### src/rtl/store_buffer_pkg.sv
// Shared types and helpers for the store path.
// Access-size encoding, queue entry layout, lane mask helper.
package store_buffer_pkg;

    typedef enum logic [1:0] {
        LS_W = 2'b00,
        LS_H = 2'b01,
        LS_B = 2'b10,
        LS_D = 2'b11
    } ls_op_e;

    localparam int SB_AW = 64;
    localparam int SB_DW = 64;
    localparam int SB_LN = 8;

    typedef struct packed {
        logic [SB_AW-1:0] addr;
        logic [SB_DW-1:0] data;
        logic [SB_LN-1:0] byteen;
    } sb_entry_t;

    function automatic logic [7:0] lane_mask(
        input logic [1:0] ls_op,
        input logic [2:0] off,
        input int         lanes
    );
        logic [7:0] base;
        logic [7:0] lim;
        case (ls_op)
            LS_B:    base = 8'h01;
            LS_H:    base = 8'h03;
            LS_W:    base = 8'h0F;
            default: base = 8'hFF;
        endcase
        lim = 8'hFF >> (8 - lanes);
        return (base << off) & lim;
    endfunction

endpackage

### src/rtl/lane_align.sv
// Size/offset to byte-enables, lane-positioned data and misalignment.
// Purely combinational; shared by the store and load paths.
module lane_align
    import store_buffer_pkg::*;
#(
    parameter  int DATA_W = 32,
    localparam int LANES  = DATA_W / 8,
    localparam int OFF_W  = $clog2(LANES)
) (
    input  logic [1:0]        ls_op,
    input  logic [OFF_W-1:0]  off,
    input  logic [DATA_W-1:0] wdata,
    output logic [LANES-1:0]  byteen,
    output logic [DATA_W-1:0] data,
    output logic              misaligned
);

    logic [2:0]        off3;
    logic [7:0]        mask;
    logic [DATA_W-1:0] shifted;
    logic              unused_mask;

    always_comb begin
        off3    = 3'(off);
        mask    = lane_mask(ls_op, off3, LANES);
        byteen  = mask[LANES-1:0];
        shifted = wdata << {off, 3'b000};
        data    = '0;
        for (int i = 0; i < LANES; i++) begin
            data[8*i +: 8] = byteen[i] ? shifted[8*i +: 8] : 8'h00;
        end
        // A double store cannot fit on a 32-bit bus at all.
        case (ls_op)
            LS_B:    misaligned = 1'b0;
            LS_H:    misaligned = off3[0];
            LS_W:    misaligned = (off3[1:0] != 2'b00);
            default: misaligned = (DATA_W == 32) || (off3 != 3'd0);
        endcase
    end

    assign unused_mask = ^mask;

endmodule

### src/rtl/store_buffer.sv
// Store queue between MEM-stage store logic and the data-memory bus.
// Aligns stores, traps misaligned ones, drains in FIFO order.
module store_buffer
    import store_buffer_pkg::*;
#(
    parameter  int ADDR_W = 32,
    parameter  int DATA_W = 32,
    parameter  int DEPTH  = 4,
    localparam int LANES  = DATA_W / 8,
    localparam int OFF_W  = $clog2(LANES),
    localparam int PTR_W  = $clog2(DEPTH),
    localparam int CNT_W  = PTR_W + 1
) (
    input  logic              clk,
    input  logic              reset,
    input  logic              req_valid,
    output logic              req_ready,
    input  logic [ADDR_W-1:0] req_addr,
    input  logic [DATA_W-1:0] req_wdata,
    input  logic [1:0]        req_ls_op,
    output logic              req_exc,
    output logic              mem_valid,
    input  logic              mem_ready,
    output logic [ADDR_W-1:0] mem_addr,
    output logic [DATA_W-1:0] mem_wdata,
    output logic [LANES-1:0]  mem_byteen,
    input  logic [ADDR_W-1:0] chk_addr,
    output logic              chk_hit,
    output logic [CNT_W-1:0]  count,
    output logic              full,
    output logic              empty
);

    sb_entry_t         mem_q [DEPTH];
    sb_entry_t         mem_d [DEPTH];
    logic [DEPTH-1:0]  valid_q, valid_d;
    logic [PTR_W-1:0]  rd_q, rd_d;
    logic [PTR_W-1:0]  wr_q, wr_d;
    logic [CNT_W-1:0]  cnt_q, cnt_d;

    logic [LANES-1:0]  la_byteen;
    logic [DATA_W-1:0] la_data;
    logic              la_mis;
    logic              push, pop;
    sb_entry_t         new_entry, head;
    logic [SB_AW-1:0]  chk_al;
    logic              unused_head;

    lane_align #(.DATA_W(DATA_W)) u_align (
        .ls_op      (req_ls_op),
        .off        (req_addr[OFF_W-1:0]),
        .wdata      (req_wdata),
        .byteen     (la_byteen),
        .data       (la_data),
        .misaligned (la_mis)
    );

    assign head        = mem_q[rd_q];
    assign mem_valid   = valid_q[rd_q];
    assign mem_addr    = head.addr[ADDR_W-1:0];
    assign mem_wdata   = head.data[DATA_W-1:0];
    assign mem_byteen  = head.byteen[LANES-1:0];
    assign unused_head = ^{head.addr, head.data, head.byteen};
    assign count       = cnt_q;
    assign full        = (cnt_q == CNT_W'(DEPTH));
    assign empty       = (cnt_q == '0);

    // mem_ready -> req_ready is deliberate: a full queue accepts on a pop.
    assign pop       = mem_valid & mem_ready;
    assign req_ready = !full | pop;
    assign req_exc   = req_valid & la_mis;
    assign push      = req_valid & req_ready & !la_mis;

    always_comb begin
        new_entry.addr   = SB_AW'({req_addr[ADDR_W-1:OFF_W], OFF_W'(0)});
        new_entry.data   = SB_DW'(la_data);
        new_entry.byteen = SB_LN'(la_byteen);
        chk_al = SB_AW'({chk_addr[ADDR_W-1:OFF_W], OFF_W'(0)});
        chk_hit = 1'b0;
        for (int i = 0; i < DEPTH; i++) begin
            if (valid_q[i] && mem_q[i].addr == chk_al) chk_hit = 1'b1;
        end
    end

    always_comb begin
        mem_d   = mem_q;
        valid_d = valid_q;
        rd_d    = rd_q;
        wr_d    = wr_q;
        if (pop) begin
            valid_d[rd_q] = 1'b0;
            rd_d          = rd_q + 1'b1;
        end
        if (push) begin
            mem_d[wr_q]   = new_entry;
            valid_d[wr_q] = 1'b1;
            wr_d          = wr_q + 1'b1;
        end
        cnt_d = cnt_q + CNT_W'(push) - CNT_W'(pop);
    end

    always_ff @(posedge clk) begin
        if (!reset) begin
            rd_q    <= '0;
            wr_q    <= '0;
            cnt_q   <= '0;
            valid_q <= '0;
        end else begin
            rd_q    <= rd_d;
            wr_q    <= wr_d;
            cnt_q   <= cnt_d;
            valid_q <= valid_d;
        end
    end

    always_ff @(posedge clk) begin
        mem_q <= mem_d;
    end

endmodule

### config.mk
export PLATFORM = sky130hd
export DESIGN_NAME = store_buffer
export DESIGN_NICKNAME = d
export VERILOG_FILES = /design/src/rtl/store_buffer_pkg.sv /design/src/rtl/lane_align.sv /design/src/rtl/store_buffer.sv
export SDC_FILE = /design/constraint.sdc
export NUM_CORES = 1
export LEC_CHECK = 0
export CORE_ASPECT_RATIO = 1.2
export CORE_MARGIN = 1.5
export CORE_UTILIZATION = 51
export CTS_BUF_LIST = sky130_fd_sc_hd__clkbuf_8
export CTS_CLUSTER_DIAMETER = 80
export DETAILED_ROUTE_END_ITERATION = 7
export HOLD_SLACK_MARGIN = 0.05
export PLACE_DENSITY_LB_ADDON = 0.2
export SLEW_MARGIN = 25
export SYNTH_ARGS = -nofsm -noshare
export SYNTH_HDL_FRONTEND = slang
export SYNTH_SLANG_ARGS = --single-unit
### constraint.sdc
create_clock -name clk -period 3.05 [get_ports clk]
set_input_delay 0.4575 -clock clk [delete_from_list [all_inputs] [get_ports clk]]
set_output_delay 0.4575 -clock clk [all_outputs]
set_load 0.02 [all_outputs]
==> flow_summary.json, run 1 <==
{
  "status": "finished, final reports clean",
  "ant_nets": 0,
  "cts_root_buf": "sky130_fd_sc_hd__clkbuf_8",
  "worstSetupPathType": "input port to primary output",
  "min-delay-path-class": "flop to flop",
  "clock_sinks": 275,
  "routed-via-count": 6971,
  "std_cell_rows": 61,
  "power.leakage_nw": 5.16,
  "rsz0062_at_grt": "false",
  "p_int_mw": 6.96,
  "clock-skew-final_ns": 0.0221,
  "post_dp_cell_area_um2": 14600,
  "yosys_register_bits": 275,
  "global_route.usage.total_pct": 23.1,
  "die_x_um": 144,
  "power.total_mw": 9.35,
  "dr.first_iter.drc_count": 483,
  "route.detailed.drc": 0,
  "clk_pin_slew_worst_paths_ns": 0.06,
  "cpMostUsedCell": "sky130_fd_sc_hd__clkdlybuf4s50_1",
  "place.gp.congestion": 0.926,
  "ys_types": 37,
  "worstPathCellList": "clkdlybuf4s50_1 > buf_4 > ha_1 > nor2_1 > o21bai_1 > and2_1 > clkdlybuf4s50_1",
  "cell_taking_the_most_area_after_synthesis": "sky130_fd_sc_hd__edfxtp_1",
  "cpPeakStageDelay_ns": 0.60,
  "die_y_um": 173,
  "cts_tree": "yes",
  "firstDrtPassIters": 5,
  "power-per-cell-area_nw_per_um2": 601,
  "setup_slack_ns": 0.102,
  "detailedPlace.worstSlack_ns": -0.157,
  "wl_met2_um": 15000,
  "cp.arrival_ns": 2.49,
  "power_switching_share_pct": 25.5,
  "ios": 179,
  "holdWs_ns": 0.507,
  "floorplan.core_area_um2": 23400,
  "antenna_found_initial": 1,
  "wirelength_met1_um": 10400,
  "post_cts.repair.setup_buffers": 0,
  "fp.dieArea_um2": 24900,
  "clock_latency_on_the_worst_skew_pair_ns": 0.53,
  "mappedNetlistArea_um2": 12200,
  "fraction_of_final_layout_cells_with_drive_strength_greater_than_1_pct": 20.2,
  "yosys_warnings": 0,
  "yosysSeqAreaShare_pct": 66.6,
  "number_of_clock_buffers_inserted_by_tritoncts": 43,
  "io_buffers": 174,
  "initial_utilization_pct": 52.4,
  "met3_length_um": 2080,
  "power_frac_clock_pct": 32.7,
  "grt_first_pass_wirelength_um": 42400,
  "grt_pass1_vias": 7375,
  "period_minus_slack_ns": 2.95,
  "net_switching_power_mw": 2.39,
  "final_max_slew_viol_count": 0,
  "max-slew-margin-rel_pct": 52.3,
  "netlist_instances": 705,
  "maxClockFrequency_mhz": 339,
  "worst_path_max_delay_cell": "sky130_fd_sc_hd__clkdlybuf4s50_1",
  "drt-wirelength-per-cell_um": 22.5,
  "drt_wl_total_um": 28600,
  "grt_max_degree": 70,
  "worstPathMaxFanout": 2,
  "dpl.hpwl_um": 19600,
  "timing.max_cap.violations": 0,
  "setup.worst_path.start_class": "input port",
  "worst_ir_drop_vdd_mv": 0.597,
  "final_nets": 1041,
  "final-hold-violation-count": 0,
  "flow.area_growth_from_synthesis_pct": 27.2,
  "overflow": 0,
  "cts-root-to-sink-buffers": 3,
  "setup.worst_path.end_class": "primary output",
  "period_utilization_post_route_pct": 96.7,
  "comb_power_share_pct": 19.3,
  "routed.top_layer": "met4",
  "final_area_um2": 15600,
  "syn-mean-instance-area_um2": 17.3,
  "yosys-top-cells-area": "sky130_fd_sc_hd__edfxtp_1 65%, sky130_fd_sc_hd__mux4_2 12%, sky130_fd_sc_hd__xnor2_1 5.7%, sky130_fd_sc_hd__xor2_1 3.2%, sky130_fd_sc_hd__dfxtp_1 1.8%",
  "ctsHtreeMaxLevel": 2,
  "timing.critical_path.required_ns": 2.59,
  "vias_per_cell": 5.48,
  "ff2ff_setup_slack_ns": 0.54,
  "finalSetupViolations": 0,
  "sequential_group_share_of_total_power_pct": 48.0,
  "max_slew.worst_pin.slew_ns": 0.711,
  "yosys.area.top_type_share_pct": 64.8
}
worst paths after layout:
check | startpoint | endpoint | depth (start not counted)
worst min-delay path | wr_q[1]$_SDFFE_PN0P_ | wr_q[1]$_SDFFE_PN0P_ | 2
worst max register to register | rd_q[0]$_SDFFE_PN0N_ | count[2]$_SDFF_PN0_ | 9
worst max-delay path | req_ls_op[0] | req_exc | 7
worst min register to register | wr_q[1]$_SDFFE_PN0P_ | wr_q[1]$_SDFFE_PN0P_ | 2
cell type report:
class / count / area [um2]
diodes: 1 / 2.50
repair buffers: 218 / 2220
fillers: 1652 / 7800
flip-flops and latches: 275 / 8150
multi-input cells: 370 / 3870
well taps: 315 / 394
clock buffers: 47 / 647
clock inverters: 29 / 208
inverters: 16 / 60.1
power by group through the flow:
stage	Sequential (mW)	Combinational, mW	Clock [mW]
finish	4.49	1.81	3.05
floorplan	4.56	0.953	0
global placement	4.55	1.78	0
global route	4.51	1.92	3.28
CTS	4.49	1.82	3.13
detailed placement	4.57	1.81	0
through the flow:
stage / instances / TNS (ns) / util [%]
2_1_floorplan: 706 / 0 / -
6_report: 1271 / 0 / 66.6
4_1_cts: 1269 / 0 / 66.5
3_5_place_dp: 1193 / -0.344 / 62.7
3_3_place_gp: 1193 / -0.168 / 62.7
5_1_grt: 1271 / 0 / 66.6
routing by layer:
metal	vias to the layer above	global-route usage, %
met1	3483	27.0
li1	3168	-
met5	-	0
met3	54	4.87
met2	266	40.8
met4	0	10.0
critical path, delay by kind of cell:
kind                     cells  cell delay (ns)
AND/OR/NAND/NOR              2             0.26
adder cells (fa/ha/maj)      1             0.14
AO/OA/AOI/OAI                1             0.42
buffers and inverters        3             1.20
sequential cells by signal, summed over array words and instances (netlist names):
signal	cells
valid_q	4
rd_q	2
mem_q	264
wr_q	2
count	3
synthesized netlist by cell type:
library cell                 n
sky130_fd_sc_hd__o21ai_0     2
sky130_fd_sc_hd__xor2_1     45
sky130_fd_sc_hd__dfxtp_1    11
sky130_fd_sc_hd__nor3b_1     1
sky130_fd_sc_hd__edfxtp_1  264
sky130_fd_sc_hd__nor2_1     30
sky130_fd_sc_hd__nor2b_1    10
sky130_fd_sc_hd__inv_1      15
sky130_fd_sc_hd__a21boi_0    4
sky130_fd_sc_hd__o211a_1     1
sky130_fd_sc_hd__nor3_1      1
sky130_fd_sc_hd__a211oi_1   10
sky130_fd_sc_hd__conb_1      1
sky130_fd_sc_hd__buf_4       2
sky130_fd_sc_hd__nand2_2     1
sky130_fd_sc_hd__ha_1       14
sky130_fd_sc_hd__o21bai_1    1
sky130_fd_sc_hd__mux2_2      5
sky130_fd_sc_hd__nor4_1     16
sky130_fd_sc_hd__clkbuf_1   27
sky130_fd_sc_hd__nand2_1     2
sky130_fd_sc_hd__buf_2      12
sky130_fd_sc_hd__buf_1       4
sky130_fd_sc_hd__nand4_1    25
sky130_fd_sc_hd__o22ai_1     2
sky130_fd_sc_hd__mux2i_1    14
sky130_fd_sc_hd__mux4_2     67
sky130_fd_sc_hd__a211oi_4    1
sky130_fd_sc_hd__inv_2       1
sky130_fd_sc_hd__o21a_1      4
sky130_fd_sc_hd__xnor2_1    79
sky130_fd_sc_hd__fa_1        1
sky130_fd_sc_hd__nand3_1     1
sky130_fd_sc_hd__a21o_1      1
sky130_fd_sc_hd__or2_2       1
sky130_fd_sc_hd__and2_1     18
sky130_fd_sc_hd__a21oi_1    11
cell usage in the layout, fill, tap and decap left out, types with 5 or more instances in the layout:
cell / Yosys / final
sky130_fd_sc_hd__nor4_1: 16 / 13
sky130_fd_sc_hd__mux4_2: 67 / 67
sky130_fd_sc_hd__xor2_1: 45 / 44
sky130_fd_sc_hd__mux2_2: 5 / 5
sky130_fd_sc_hd__buf_12: 0 / 9
sky130_fd_sc_hd__clkinv_2: 0 / 10
sky130_fd_sc_hd__xnor2_1: 79 / 78
sky130_fd_sc_hd__a211oi_1: 10 / 10
sky130_fd_sc_hd__inv_1: 15 / 23
sky130_fd_sc_hd__nor2_1: 30 / 30
sky130_fd_sc_hd__dfxtp_1: 11 / 9
sky130_fd_sc_hd__buf_4: 2 / 33
sky130_fd_sc_hd__mux2i_1: 14 / 14
sky130_fd_sc_hd__and2_1: 18 / 14
sky130_fd_sc_hd__ha_1: 14 / 14
sky130_fd_sc_hd__clkinv_1: 0 / 6
sky130_fd_sc_hd__clkbuf_8: 0 / 47
sky130_fd_sc_hd__nand4_1: 25 / 25
sky130_fd_sc_hd__edfxtp_1: 264 / 264
sky130_fd_sc_hd__clkdlybuf4s50_1: 0 / 172
sky130_fd_sc_hd__a21oi_1: 11 / 11
sky130_fd_sc_hd__nor2b_1: 10 / 10
logic make-up after synthesis:
group           Yosys count  share of synthesized area, %
mux                      86                          13.9
buf+inv                  61                          2.06
simple gates            106                          4.76
flops                   275                          66.6
other cells               1                        0.0307
compound gates           37                          2.11
xor+xnor                124                          8.88
fa+ha+maj                15                          1.60
timing repair:
item	CTS	global route
resized for setup	7	1
pin swaps	1	0
cloned	0	1
setup endpoints to repair	1	13
hold buffers	0	0
No activity file was read; power rests on OpenSTA's default activity.
==> run 2: changes to the inputs <==
- REMOVE_ABC_BUFFERS: default -> 1
==> run 2 against run 1 <==
Effect of this change: utilization is 0.57 points lower; critical path depth is 4 lower; die area stayed put; largest power group unchanged; clock-buffer cell count is 2 lower; highest routed layer is now met5; routed wire length is 2.3% lower; sequential power hardly changed; register-to-register slack worse by 0.14 ns; non-clock buffer count is 2 higher; global-route usage is 0.12 points lower.
==> flow_summary.json, run 2 (synthesis results as in run 1) <==
{
  "reg2reg_from": "rd_q[0]$_SDFFE_PN0N_",
  "cts_tree": "yes",
  "floorplan.core_area_um2": 23400,
  "maxClockFrequency_mhz": 341,
  "io_buffers": 174,
  "power-per-cell-area_nw_per_um2": 581,
  "drt-wirelength-per-cell_um": 22.0,
  "die_y_um": 173,
  "status": "finished, final reports clean",
  "period_minus_slack_ns": 2.94,
  "detailedPlace.worstSlack_ns": -0.210,
  "ctsHoldBuffers": 0,
  "clk_pin_slew_worst_paths_ns": 0.07,
  "grt_max_degree": 61,
  "power.leakage_nw": 5.12,
  "reg2reg_to": "count[2]$_SDFF_PN0_",
  "die_x_um": 144,
  "number_of_clock_buffers_inserted_by_tritoncts": 41,
  "std_cell_rows": 61,
  "route.detailed.drc": 0,
  "worst_ir_drop_vdd_mv": 0.401,
  "global_route.usage.total_pct": 23.0,
  "rsz0062_at_grt": "false",
  "clock-skew-final_ns": 0.0228,
  "grt_pass1_vias": 7435,
  "power.total_mw": 8.95,
  "min-delay-path-class": "flop to flop",
  "final-hold-violation-count": 0,
  "hold_wc_startpoint": "wr_q[1]$_SDFFE_PN0P_",
  "worstPathMaxFanout": 60,
  "period_utilization_post_route_pct": 96.3,
  "r2r.worst_path.cells": 9,
  "setup.worst_path.start_class": "flop",
  "ios": 179,
  "worst_path_max_delay_cell": "sky130_fd_sc_hd__dfxtp_2",
  "fraction_of_final_layout_cells_with_drive_strength_greater_than_1_pct": 18.7,
  "finalSetupViolations": 0,
  "timing.max_cap.violations": 0,
  "timing.critical_path.max_delay_family": "buffers and inverters",
  "cts_root_buf": "sky130_fd_sc_hd__clkbuf_8",
  "timing.critical_path.required_ns": 2.59,
  "max-slew-margin-rel_pct": 39.2,
  "cp.arrival_ns": 2.48,
  "final_nets": 1041,
  "cpPeakStageDelay_ns": 0.56,
  "clock_sinks": 275,
  "setup.worst_path.end_class": "primary output",
  "overflow": 0,
  "flow.area_growth_from_synthesis_pct": 26.1,
  "grt_first_pass_wirelength_um": 42600,
  "setup_slack_ns": 0.114,
  "max_flop_register": "mem_q",
  "ff2ff_setup_slack_ns": 0.40,
  "crit_buf_inv": 2,
  "fp.dieArea_um2": 24900,
  "final_core_occ_pct": 66.0,
  "dr.first_iter.drc_count": 404,
  "place.gp.congestion": 0.916,
  "max_slew.worst_pin.slew_ns": 0.909,
  "cts-root-to-sink-buffers": 3,
  "firstDrtPassIters": 5,
  "ant_nets": 0,
  "worstPathCellList": "buf_12 > mux4_2 > clkdlybuf4s50_1",
  "final_max_slew_viol_count": 0,
  "dpl.hpwl_um": 19200,
  "vias_per_cell": 5.53,
  "initial_utilization_pct": 52.4,
  "clock_latency_on_the_worst_skew_pair_ns": 0.52,
  "layout.cells.most_common": "sky130_fd_sc_hd__edfxtp_1",
  "hold_path_depth": 2,
  "routed-via-count": 7021,
  "ctsHtreeMaxLevel": 2,
  "post_cts.repair.setup_buffers": 0,
  "antenna_found_initial": 4,
  "drt_wl_total_um": 27900,
  "setup_total_negative_slack_ns": 0,
  "worstSetupPathType": "flop to primary output",
  "hold_path_end": "wr_q[1]$_SDFFE_PN0P_",
  "max_ffs_per_register": 264,
  "most-common-layout-cells": "264 x sky130_fd_sc_hd__edfxtp_1, 173 x sky130_fd_sc_hd__clkdlybuf4s50_1, 79 x sky130_fd_sc_hd__xnor2_1"
}
## run 2: layer usage
| layer | global-route usage, % | share of wire [%] |
|---|---|---|
| met1 | 28.6 | 38 |
| met2 | 39.4 | 52 |
| met3 | 5.51 | 7.4 |
| met4 | 7.70 | 3.0 |
| met5 | 0 | 0.086 |
## run 2: timing repair
item | 4_1_cts | 5_1_grt
gates cloned | 0 | 1
resized for setup | 1 | 1
endpoints found under the setup margin | 1 | 15
pin swaps | 0 | 0
## run 2: metrics by stage
step	instance area, um2	hold WS, ns	cells
floorplan	12000	0.469	661
global placement	14700	0.483	1195
detailed placement	14700	0.528	1195
CTS	15400	0.538	1266
global route	15400	0.561	1268
finish	15400	0.542	1269
## run 2: worst max path at each step
| stage | startpoint | to | slack [ns] | cells past startpoint |
|---|---|---|---|---|
| 6_report | rd_q[1]$_SDFFE_PN0N_ | mem_addr[15] | 0.11 | 3 |
| 3_3_place_gp | req_ls_op[0] | count[2]$_SDFF_PN0_ | -0.05 | 13 |
| 5_1_grt | rd_q[1]$_SDFFE_PN0N_ | mem_wdata[7] | 0.03 | 3 |
| 4_1_cts | rd_q[0]$_SDFFE_PN0N_ | mem_addr[4] | 0.03 | 3 |
| 3_5_place_dp | req_ls_op[1] | count[2]$_SDFF_PN0_ | -0.21 | 13 |
| 2_1_floorplan | rd_q[0]$_SDFFE_PN0N_ | mem_q[0]$_DFFE_PP_ | -3.01 | 4 |
## run 2: worst min-delay path: cells and delay by family, from the launching register on
kind | cells | cell delay (ns)
compound gates | 1 | 0.08
flops | 1 | 0.34
simple gates | 1 | 0.06
## run 2: area by class of cell
class                   instances  area [um2]
multi-input cells             370        3840
well taps                     315         394
clock buffers                  45         619
diodes                          2        5.00
fillers                      1646        7930
repair buffers                220        2250
clock inverters                26         104
flip-flops and latches        275        8150
inverters                      16        60.1
## run 2: where the power goes
| part | switching, mW | internal (mW) | total [mW] | leakage, nW |
|---|---|---|---|---|
| logic | 0.906 | 0.894 | 1.80 | 2.18 |
| registers | 0.101 | 4.40 | 4.50 | 2.51 |
| clock network | 1.31 | 1.35 | 2.66 | 0.429 |
| total | 2.31 | 6.64 | 8.95 | 5.12 |
==> run 3: changes to the inputs <==
- RECOVER_POWER: default -> 100
==> run 3 against run 2 <==
Effect of this change: register-to-register slack got worse by 0.13 ns; setup slack about the same; routed wire length decreased by 0.15%; first-iteration DRC count increased by 6.2%; fmax about the same; via count decreased by 0.24%; design area decreased by 0.76%.
==> flow_summary.json, run 3 (synthesis results as in run 1) <==
{
  "status": "finished, final reports clean",
  "max_slew.worst_pin.slew_ns": 0.928,
  "cp.depth": 7,
  "layout.cells.most_common": "sky130_fd_sc_hd__edfxtp_1",
  "cp.arrival_ns": 2.48,
  "grt_max_degree": 61,
  "detailedPlace.worstSlack_ns": -0.210,
  "std_cell_rows": 61,
  "timing.max_cap.violations": 0,
  "clock_latency_on_the_worst_skew_pair_ns": 0.52,
  "final_nets": 1041,
  "finalSetupViolations": 0,
  "initial_utilization_pct": 52.4,
  "flow.area_growth_from_synthesis_pct": 25.1,
  "number_of_clock_buffers_inserted_by_tritoncts": 41,
  "floorplan.core_area_um2": 23400,
  "final_area_um2": 15300,
  "timing.critical_path.required_ns": 2.59,
  "power-per-cell-area_nw_per_um2": 581,
  "overflow": 0,
  "worstPathCellList": "clkdlybuf4s50_1 > inv_1 > ha_1 > a21oi_1 > o21bai_1 > and2_1 > dlygate4sd3_1",
  "cts_tree": "yes",
  "final_core_occ_pct": 65.5,
  "die_y_um": 173,
  "firstDrtPassIters": 5,
  "die_x_um": 144,
  "holdWs_ns": 0.544,
  "ios": 179,
  "max-slew-margin-rel_pct": 37.9,
  "fp.dieArea_um2": 24900,
  "r2r.worst_path.cells": 9,
  "ctsHtreeMaxLevel": 2,
  "cpPeakStageDelay_ns": 0.67,
  "fraction_of_final_layout_cells_with_drive_strength_greater_than_1_pct": 17.6,
  "route.detailed.drc": 0,
  "power.leakage_nw": 5.09,
  "grt_first_pass_wirelength_um": 42600,
  "max_ffs_per_register": 264,
  "power.total_mw": 8.90,
  "timing.critical_path.max_delay_family": "buffers and inverters",
  "period_utilization_post_route_pct": 96.3,
  "reg2reg_from": "rd_q[0]$_SDFFE_PN0N_",
  "dpl.hpwl_um": 19200,
  "setup.worst_path.start_class": "input port",
  "grt_pass1_vias": 7435,
  "maxClockFrequency_mhz": 341,
  "global_route.usage.total_pct": 23.0,
  "worstPathMaxFanout": 2,
  "clk_pin_slew_worst_paths_ns": 0.06,
  "routed-via-count": 7004,
  "antenna_found_initial": 4,
  "ant_nets": 0,
  "worst_path_max_delay_cell": "sky130_fd_sc_hd__dlygate4sd3_1",
  "most-common-layout-cells": "264 x sky130_fd_sc_hd__edfxtp_1, 131 x sky130_fd_sc_hd__clkdlybuf4s50_1, 79 x sky130_fd_sc_hd__xnor2_1",
  "rsz0062_at_grt": "false",
  "vias_per_cell": 5.52,
  "reg2reg_to": "count[2]$_SDFF_PN0_",
  "min-delay-path-class": "flop to flop",
  "hold_path_end": "wr_q[1]$_SDFFE_PN0P_",
  "cts_root_buf": "sky130_fd_sc_hd__clkbuf_8",
  "hold_wc_startpoint": "wr_q[1]$_SDFFE_PN0P_",
  "drt_wl_total_um": 27900,
  "ff2ff_setup_slack_ns": 0.27,
  "ctsHoldBuffers": 0,
  "clock-skew-final_ns": 0.0223,
  "hold_path_depth": 2,
  "post_dp_cell_area_um2": 14700,
  "worst_ir_drop_vdd_mv": 0.401,
  "io_buffers": 174,
  "clock_sinks": 275,
  "crit_buf_inv": 3,
  "setup.worst_path.end_class": "primary output",
  "max_flop_register": "mem_q",
  "dr.first_iter.drc_count": 429,
  "worstSetupPathType": "input port to primary output",
  "place.gp.congestion": 0.916,
  "cts-root-to-sink-buffers": 3,
  "final-hold-violation-count": 0,
  "drt-wirelength-per-cell_um": 22.0,
  "final_max_slew_viol_count": 0,
  "period_minus_slack_ns": 2.94,
  "setup_slack_ns": 0.114
}
-- run 3: cell count changes in the layout (fill, tap and decap cells not counted), sizes merged --
| cell | previous run | this run |
|---|---|---|
| clkbuf | 46 | 57 |
| dlygate4sd3 | 0 | 42 |
| buf | 45 | 34 |
| clkdlybuf4s50 | 173 | 131 |
-- run 3: final cells by class --
cell class	instances	area [um2]
Clock inverter	26	104
Sequential cell	275	8150
Multi-Input combinational cell	370	3830
Inverter	16	60.1
Clock buffer	45	619
Antenna cell	2	5.00
Timing Repair Buffer	220	2140
Tap cell	315	394
Fill cell	1663	8050
-- run 3: per-layer routing --
metal	GRT usage [%]	vias up	part of all wire, %
met2	39.4	297	52
met1	28.6	3489	38
met3	5.51	51	7.5
met5	0	-	0.086
met4	7.70	4	3.0
li1	-	3163	-
-- run 3: worst max-delay path by stage --
stage / startpoint / to / slack [ns]
floorplan: rd_q[0]$_SDFFE_PN0N_ / mem_q[0]$_DFFE_PP_ / -3.01
global placement: req_ls_op[0] / count[2]$_SDFF_PN0_ / -0.05
detailed placement: req_ls_op[1] / count[2]$_SDFF_PN0_ / -0.21
CTS: rd_q[0]$_SDFFE_PN0N_ / mem_addr[4] / 0.03
global route: rd_q[1]$_SDFFE_PN0N_ / mem_wdata[7] / 0.03
finish: req_ls_op[1] / req_exc / 0.11
-- run 3: worst reg2reg max path: stages (launching register included) --
cell	delay (ns)
sky130_fd_sc_hd__dfxtp_4	0.50
sky130_fd_sc_hd__mux4_2	0.56
sky130_fd_sc_hd__nand2_1	0.19
sky130_fd_sc_hd__inv_1	0.18
sky130_fd_sc_hd__ha_1	0.31
sky130_fd_sc_hd__inv_1	0.04
sky130_fd_sc_hd__ha_1	0.18
sky130_fd_sc_hd__fa_1	0.42
sky130_fd_sc_hd__xnor2_1	0.14
sky130_fd_sc_hd__and2_0	0.15
-- run 3: power breakdown --
group | total [mW] | internal [mW] | switching (mW)
clock | 2.65 | 1.35 | 1.31
sequential | 4.50 | 4.40 | 0.0994
combinational | 1.74 | 0.842 | 0.901
total | 8.90 | 6.59 | 2.31
-- run 3: through the flow --
stage / std cells / setup TNS (ns)
finish: 1269 / 0
global route: 1268 / 0
CTS: 1266 / 0
detailed placement: 1195 / -0.334
global placement: 1195 / -0.0750
floorplan: 661 / -887.53
-- run 3: what timing repair did --
action | 4_1_cts | 5_1_grt
setup buffers | 0 | 0
gates cloned | 0 | 1
resized for setup | 1 | 1
setup endpoints to repair | 1 | 15
pin swaps | 0 | 0
